`config.mk`:
```
export PLATFORM = sky130hd
export DESIGN_NAME = input_debounce_pair
export DESIGN_NICKNAME = d
export VERILOG_FILES = /design/src/rtl/debounce_pkg.sv /design/src/rtl/debounce_bit.sv /design/src/rtl/input_debounce_pair.sv
export SDC_FILE = /design/constraint.sdc
export NUM_CORES = 1
export LEC_CHECK = 0
export CAP_MARGIN = 15
export CORE_AREA = 4 4 41 43
export CTS_BUF_LIST = sky130_fd_sc_hd__clkbuf_4 sky130_fd_sc_hd__clkbuf_8
export DETAILED_ROUTE_END_ITERATION = 7
export DIE_AREA = 0 0 45 47
export DONT_BUFFER_PORTS = 1
export PLACE_DENSITY = 0.46
export SYNTH_ARGS = -nofsm -noshare
export SYNTH_HDL_FRONTEND = slang
export SYNTH_SLANG_ARGS = --single-unit
```
`constraint.sdc`:
```
create_clock -name clk -period 1.7 [get_ports clk]
set_clock_uncertainty 0.15 [all_clocks]
set_input_delay 0.34 -clock clk [delete_from_list [all_inputs] [get_ports clk]]
set_output_delay 0.34 -clock clk [all_outputs]
set_load 0.05 [all_outputs]
```
`src/rtl/debounce_pkg.sv`:
```
// Shared limits and defaults for the debounce stages.
// Leaf helpers only: no logic, no latency, no flow control.
package debounce_pkg;

   localparam int DEBOUNCE_DEFAULT_CYCLES = 4;
   localparam int DEBOUNCE_MIN_CYCLES     = 2;
   localparam int DEBOUNCE_MAX_CYCLES     = 255;

   function automatic bit debounce_cycles_legal(input int cycles);
      return (cycles >= DEBOUNCE_MIN_CYCLES) && (cycles <= DEBOUNCE_MAX_CYCLES);
   endfunction

endpackage

```
`src/rtl/debounce_bit.sv`:
```
// One-channel sync + debounce with registered rise/fall pulses; raw-to-level latency STABLE_CYCLES+2.
// No backpressure: a free-running level conditioner, every output a flop.
module debounce_bit
   import debounce_pkg::*;
#(
   parameter int STABLE_CYCLES = DEBOUNCE_DEFAULT_CYCLES
) (
   input  logic clk,
   input  logic rst_n,
   input  logic raw,
   output logic level,
   output logic rise,
   output logic fall
);

   localparam int                CNT_W   = $clog2(STABLE_CYCLES);
   localparam logic [CNT_W-1:0]  CNT_MAX = CNT_W'(STABLE_CYCLES - 1);

   logic             sync1_q, sync1_d;
   logic             sync2_q, sync2_d;
   logic             lvl_q,   lvl_d;
   logic             rise_q,  rise_d;
   logic             fall_q,  fall_d;
   logic [CNT_W-1:0] cnt_q,   cnt_d;

   always_comb begin
      sync1_d = raw;
      sync2_d = sync1_q;
      lvl_d   = lvl_q;
      cnt_d   = '0;
      rise_d  = 1'b0;
      fall_d  = 1'b0;
      // Any sample matching the held level restarts the qualification window.
      if (sync2_q != lvl_q) begin
         if (cnt_q == CNT_MAX) begin
            lvl_d  = sync2_q;
            rise_d = sync2_q;
            fall_d = ~sync2_q;
         end else begin
            cnt_d = cnt_q + 1'b1;
         end
      end
   end

   always_ff @(posedge clk) begin
      if (!rst_n) begin
         sync1_q <= 1'b0;
         sync2_q <= 1'b0;
         lvl_q   <= 1'b0;
         cnt_q   <= '0;
         rise_q  <= 1'b0;
         fall_q  <= 1'b0;
      end else begin
         sync1_q <= sync1_d;
         sync2_q <= sync2_d;
         lvl_q   <= lvl_d;
         cnt_q   <= cnt_d;
         rise_q  <= rise_d;
         fall_q  <= fall_d;
      end
   end

   assign level = lvl_q;
   assign rise  = rise_q;
   assign fall  = fall_q;

endmodule

```
`src/rtl/input_debounce_pair.sv`:
```
// Two independent debounced channels feeding the combine stage; latency STABLE_CYCLES+2.
// No backpressure: outputs are registered levels and single-cycle event pulses.
module input_debounce_pair
   import debounce_pkg::*;
#(
   parameter int STABLE_CYCLES = DEBOUNCE_DEFAULT_CYCLES
) (
   input  logic clk,
   input  logic rst_n,
   input  logic a_raw,
   input  logic b_raw,
   output logic a,
   output logic b,
   output logic a_rise,
   output logic a_fall,
   output logic b_rise,
   output logic b_fall
);

   if (!debounce_cycles_legal(STABLE_CYCLES)) begin : g_bad_cycles
      $error("input_debounce_pair: STABLE_CYCLES=%0d outside %0d..%0d",
             STABLE_CYCLES, DEBOUNCE_MIN_CYCLES, DEBOUNCE_MAX_CYCLES);
   end

   debounce_bit #(
      .STABLE_CYCLES (STABLE_CYCLES)
   ) u_chan_a (
      .clk   (clk),
      .rst_n (rst_n),
      .raw   (a_raw),
      .level (a),
      .rise  (a_rise),
      .fall  (a_fall)
   );

   debounce_bit #(
      .STABLE_CYCLES (STABLE_CYCLES)
   ) u_chan_b (
      .clk   (clk),
      .rst_n (rst_n),
      .raw   (b_raw),
      .level (b),
      .rise  (b_rise),
      .fall  (b_fall)
   );

endmodule

```
; Word-level counts from Yosys, hierarchy flattened
; Cells that the tools add are included.
[word_totals]
n_memories = 0
regBits = 14
ramBits = 0
word_cells = 29
input_bits = 4
latchBits = 0
mem_bits_ro = 0
output_inout_bits = 6
[classes]
magnitude_cmp = 0
bitwise = 5
div = 0
n_mul = 0
n_eq_ne = 4
shift = 0
n_reduce_logical = 6
muxes = 0
addsub = 2
[op_table]
columns = op, count
row1 = $reduce_and A3 Y1, 2
row2 = $reduce_or A3 Y1, 2
row3 = $not A1 Y1, 5
row4 = $add A2 B1 Y2 const B, 2
row5 = $eq A2 B2 Y1 const B, 2
row6 = $reduce_and A2 Y1, 2
row7 = $ne A1 B1 Y1, 2

; Depth between registers and ports, before layout
[logic_depth]
word_depth = 3
depth_mapped = 3
mapped_depth_nobuf = 3

; Hierarchy
; A second synthesis with hierarchy kept.
[hier_totals]
hier_cells = 36
hier_area_um2 = 460.4
[modules_own_cells]
columns = module, seq_area_each_um2, area_per_inst_um2, instances, cells_per_inst
row1 = debounce_bit, 140.1, 230.2, 2, 18

; Worst setup path after synthesis
; Ideal clock, no wire load.
[synth_path]
path_kind = register to register
startpoint = reg u_chan_a.lvl_q, in the netlist u_chan_a.level
endpoint = reg u_chan_a.cnt_q[1]
period_less_slack_ps = 1362
n_path_buf = 0
setup_ps = 117
path_stages_with_launch = 3
t_arrival_ps = 1095
slack_ps = 338
t_required_ps = 1433
cell_sequence = dfxtp_1 > xnor2_1 > and4bb_2
[synth_via]
elab_chain_cells = 3
[synth_rtl]
columns = element, line
row1 = from (decl), debounce_bit.sv:21  ; logic lvl_q, lvl_d;
row2 = from (signal assigned), debounce_bit.sv:56  ; lvl_q <= lvl_d;
row3 = $ne A1 B1 Y1, debounce_bit.sv:34  ; if (sync2_q != lvl_q) begin
row4 = $not A1 Y1 (no source line), --
row5 = $reduce_or A3 Y1 (no source line), --
row6 = to (signal assigned), debounce_bit.sv:57  ; cnt_q <= cnt_d;
row7 = to (decl), debounce_bit.sv:24  ; logic [CNT_W-1:0] cnt_q, cnt_d;
; Every way passes these cells.
; A chain may end at the register's enable or synchronous reset.

; Final worst setup path
[layout_path]
startpoint = reg u_chan_b.fall_q, in the netlist u_chan_b.fall
endpoint = out b_fall
[layout_lines]
columns = element, line
row1 = from (decl), debounce_bit.sv:23  ; logic fall_q, fall_d;
row2 = from (signal assigned), debounce_bit.sv:59  ; fall_q <= fall_d;
row3 = to (decl), input_debounce_pair.sv:17  ; output logic b_fall
; No word-level cell between the ends.

==> impl_metrics.xml <==
<?xml version="1.0" encoding="UTF-8"?>
<metrics>
  <group name="setup_path">
    <metric name="critical_path.max_fanout" unit="">1</metric>
    <metric name="worst_setup_path_end_kind" unit="">primary output</metric>
    <metric name="cp_data_required_time" unit="ps">1210</metric>
    <metric name="reg2reg_setup_slack" unit="ps">600</metric>
    <metric name="crit_arrival" unit="ps">910</metric>
    <metric name="timing_worst_setup_path_type" unit="">reg -&gt; out</metric>
    <metric name="setup.worst_path.start_class" unit="">flop</metric>
  </group>
  <group name="synth">
    <metric name="synth-seq-area-share" unit="">0.602</metric>
    <metric name="ys_top_cells_by_area" unit="">sky130_fd_sc_hd__dfxtp_1, sky130_fd_sc_hd__nor3b_1, sky130_fd_sc_hd__and2_1</metric>
    <metric name="yosys_warnings" unit="">0</metric>
    <metric name="synth_edf_count" unit="">0</metric>
    <metric name="synth_fp_nets" unit="">43</metric>
    <metric name="synth_cell_type_count" unit="">11</metric>
    <metric name="synth_largest_type_area_fraction" unit="">0.602</metric>
    <metric name="dominant_cell_type_by_area_after_synthesis" unit="">sky130_fd_sc_hd__dfxtp_1</metric>
    <metric name="ys_ff_latch" unit="">14</metric>
    <metric name="synth_cell_count_leaders" unit="">sky130_fd_sc_hd__dfxtp_1, sky130_fd_sc_hd__and2_1, sky130_fd_sc_hd__nor3b_1</metric>
    <metric name="netlist_instances" unit="">37</metric>
    <metric name="async_flop_share" unit="">0</metric>
    <metric name="yosys.cell_count.top_type" unit="">sky130_fd_sc_hd__dfxtp_1</metric>
    <metric name="syn_area" unit="um^2">465</metric>
    <metric name="ys_dominant_reg_cell" unit="">sky130_fd_sc_hd__dfxtp_1</metric>
    <metric name="syn-mean-instance-area" unit="um^2">12.6</metric>
  </group>
  <group name="routing">
    <metric name="number_of_iterations_in_the_first_detailed_routing_pass" unit="">3</metric>
    <metric name="detailroute.via_count" unit="">268</metric>
    <metric name="finalWirelength" unit="um">714</metric>
    <metric name="viasPerCell" unit="">4.70</metric>
    <metric name="route.antenna.remaining_nets" unit="">0</metric>
    <metric name="iteration_0_drc_count_of_the_detailed_router" unit="">4</metric>
    <metric name="post-route-drc-count" unit="">0</metric>
    <metric name="wl_per_cell" unit="um">12.5</metric>
  </group>
  <group name="finish">
    <metric name="syn_to_final_growth" unit="%">14.0</metric>
    <metric name="drive_gt1_frac" unit="">0.190</metric>
    <metric name="num-fill-cells" unit="">133</metric>
    <metric name="seq_area" unit="um^2">280</metric>
    <metric name="antenna_cells" unit="">0</metric>
    <metric name="final_core_utilization" unit="">0.408</metric>
    <metric name="nets" unit="">49</metric>
    <metric name="combined_area_of_the_multi_input_logic_cells" unit="um^2">180</metric>
    <metric name="layout.cells.non_filler" unit="">57</metric>
  </group>
  <group name="place">
    <metric name="dpl.hpwl" unit="um">526</metric>
    <metric name="count_of_buffers_from_port_buffering" unit="">0</metric>
    <metric name="dp_cells" unit="">53</metric>
    <metric name="gpl.final_weighted_congestion" unit="">0.635</metric>
  </group>
  <group name="timing">
    <metric name="final.setup.tns" unit="ps">0</metric>
    <metric name="max_freq" unit="MHz">714</metric>
    <metric name="slew_headroom" unit="">0.671</metric>
    <metric name="finalHoldViolations" unit="">0</metric>
    <metric name="setup_repair_after_global_routing_missed_its_margin" unit="">no</metric>
    <metric name="final_min_period_over_clock_period" unit="">0.824</metric>
    <metric name="report.final.slew_viol_count" unit="">0</metric>
    <metric name="final_period_minus_worst_setup_slack" unit="ps">1400</metric>
    <metric name="setup-violations-final" unit="">0</metric>
    <metric name="finalHoldWorstSlack" unit="ps">34.8</metric>
    <metric name="timing_worst_slew_pin_value" unit="ps">493</metric>
  </group>
  <group name="grt">
    <metric name="use_met3" unit="">0.0575</metric>
    <metric name="grt_util_met2" unit="">0.116</metric>
    <metric name="grt_overflow_total" unit="">0</metric>
    <metric name="globalRouteMet1Util" unit="">0.0905</metric>
    <metric name="grt_start_max_net_pins" unit="">13</metric>
    <metric name="grt_pass1_vias" unit="">251</metric>
    <metric name="global_route.usage.total" unit="">0.0804</metric>
    <metric name="grt.busiest_layer" unit="">met2</metric>
    <metric name="wire_length_of_the_first_global_routing_pass" unit="um">1130</metric>
    <metric name="antenna_found_initial" unit="">0</metric>
  </group>
  <group name="pwr">
    <metric name="leakage" unit="nW">0.197</metric>
    <metric name="power.total" unit="mW">0.579</metric>
    <metric name="vdd_ir_drop_max" unit="uV">608</metric>
    <metric name="p_per_area" unit="nW/um^2">1090</metric>
  </group>
  <group name="cts">
    <metric name="cts_sinks" unit="">14</metric>
    <metric name="postCtsSetupBuffers" unit="">0</metric>
    <metric name="cts-htree-levels" unit="">1</metric>
    <metric name="insertion_delay" unit="ps">270</metric>
    <metric name="ctsHoldBuffers" unit="">0</metric>
    <metric name="cts_tree" unit="">built</metric>
    <metric name="ctsResizeCount" unit="">0</metric>
    <metric name="cts_inserted_buffers" unit="">3</metric>
    <metric name="clock_tree.buffer_depth" unit="">2</metric>
    <metric name="clock-root-buffer" unit="">sky130_fd_sc_hd__clkbuf_4</metric>
    <metric name="clk_pin_slew" unit="ps">80</metric>
  </group>
  <group name="die">
    <metric name="design.portCount" unit="">10</metric>
    <metric name="die_area" unit="um^2">2120</metric>
    <metric name="core_area" unit="um^2">1300</metric>
    <metric name="die_w" unit="um">45</metric>
    <metric name="effective_utilization_at_floorplan" unit="">0.358</metric>
    <metric name="die_h" unit="um">47</metric>
    <metric name="rows" unit="">13</metric>
  </group>
  <group name="hold_path">
    <metric name="worst_hold_path_type" unit="">in -&gt; reg</metric>
  </group>
  <group name="flow_run">
    <metric name="max-cap-violations" unit="">0</metric>
  </group>
  <group name="outcome">
    <metric name="outcome" unit="">finished clean</metric>
  </group>
</metrics>
layout make-up:
type | instances | area share
clock buffer | 4 | 0.0684
timing repair buffer | 2 | 0.0283
multi-input combinational | 22 | 0.340
sequential | 14 | 0.528
tap | 15 | 0.0354
registers in the layout (all words and copies together) (netlist names):
name,flops
u_chan_b.rise,1
u_chan_a.cnt_q,2
u_chan_b.cnt_q,2
u_chan_b.level,1
u_chan_a.rise,1
u_chan_a.fall,1
u_chan_a.level,1
u_chan_b.sync1_q,1
u_chan_a.sync1_q,1
u_chan_b.sync2_q,1
u_chan_b.fall,1
u_chan_a.sync2_q,1
kinds of logic after synthesis:
group                      after synthesis  synth area share
xor gates and xnor gates                 2            0.0376
adders and majority gates                2            0.0538
buffers and inverters                    1            0.0107
DFF                                     14             0.602
muxes                                    2            0.0430
and+or+nand+nor                         16             0.253
worst reg2reg max path: stages (launching register included):
cell	delay (ps)
sky130_fd_sc_hd__dfxtp_1	350
sky130_fd_sc_hd__ha_1	220
sky130_fd_sc_hd__nand2_1	90
sky130_fd_sc_hd__nor3b_1	210
stage by stage:
stage / setup WS [ps] / instance area [um^2]
finish: 299 / 531
global route: 235 / 531
CTS: 277 / 531
detailed placement: 593 / 494
global placement: 609 / 494
floorplan: 338 / 465
report_power, final:
part,internal [mW],leakage (nW),total (mW),switching [mW]
combinational,0.00630,0.0624,0.00850,0.00220
sequential,0.334,0.114,0.337,0.00330
clock,0.130,0.0210,0.234,0.104
total,0.470,0.197,0.579,0.109
path summary, 6_finish.rpt:
path	startpoint	end	depth (start not counted)
setup reg to reg	u_chan_a.cnt_q[0]	u_chan_a.rise	3
hold reg to reg	u_chan_b.sync1_q	u_chan_b.sync2_q	1
hold / removal	rst_n	u_chan_b.sync2_q	1
setup / recovery	u_chan_b.fall	b_fall	0
layer usage:
layer,wire length (um),vias up
met5,0,-
met4,0,0
met3,55,0
met2,354,6
met1,304,125
li1,-,137
cell usage in the layout, fill, tap and decap left out:
cell type,netlist,final
sky130_fd_sc_hd__mux2i_1,2,2
sky130_fd_sc_hd__nor4b_1,2,2
sky130_fd_sc_hd__nor2b_1,2,2
sky130_fd_sc_hd__xnor2_1,2,2
sky130_fd_sc_hd__nor3b_1,4,4
sky130_fd_sc_hd__clkbuf_4,0,3
sky130_fd_sc_hd__buf_4,0,2
sky130_fd_sc_hd__clkbuf_8,0,1
sky130_fd_sc_hd__and4bb_2,2,2
sky130_fd_sc_hd__dfxtp_1,14,14
sky130_fd_sc_hd__nand2_1,2,2
sky130_fd_sc_hd__and2_1,4,4
sky130_fd_sc_hd__ha_1,2,2
No activity file was read; power rests on OpenSTA's default activity.
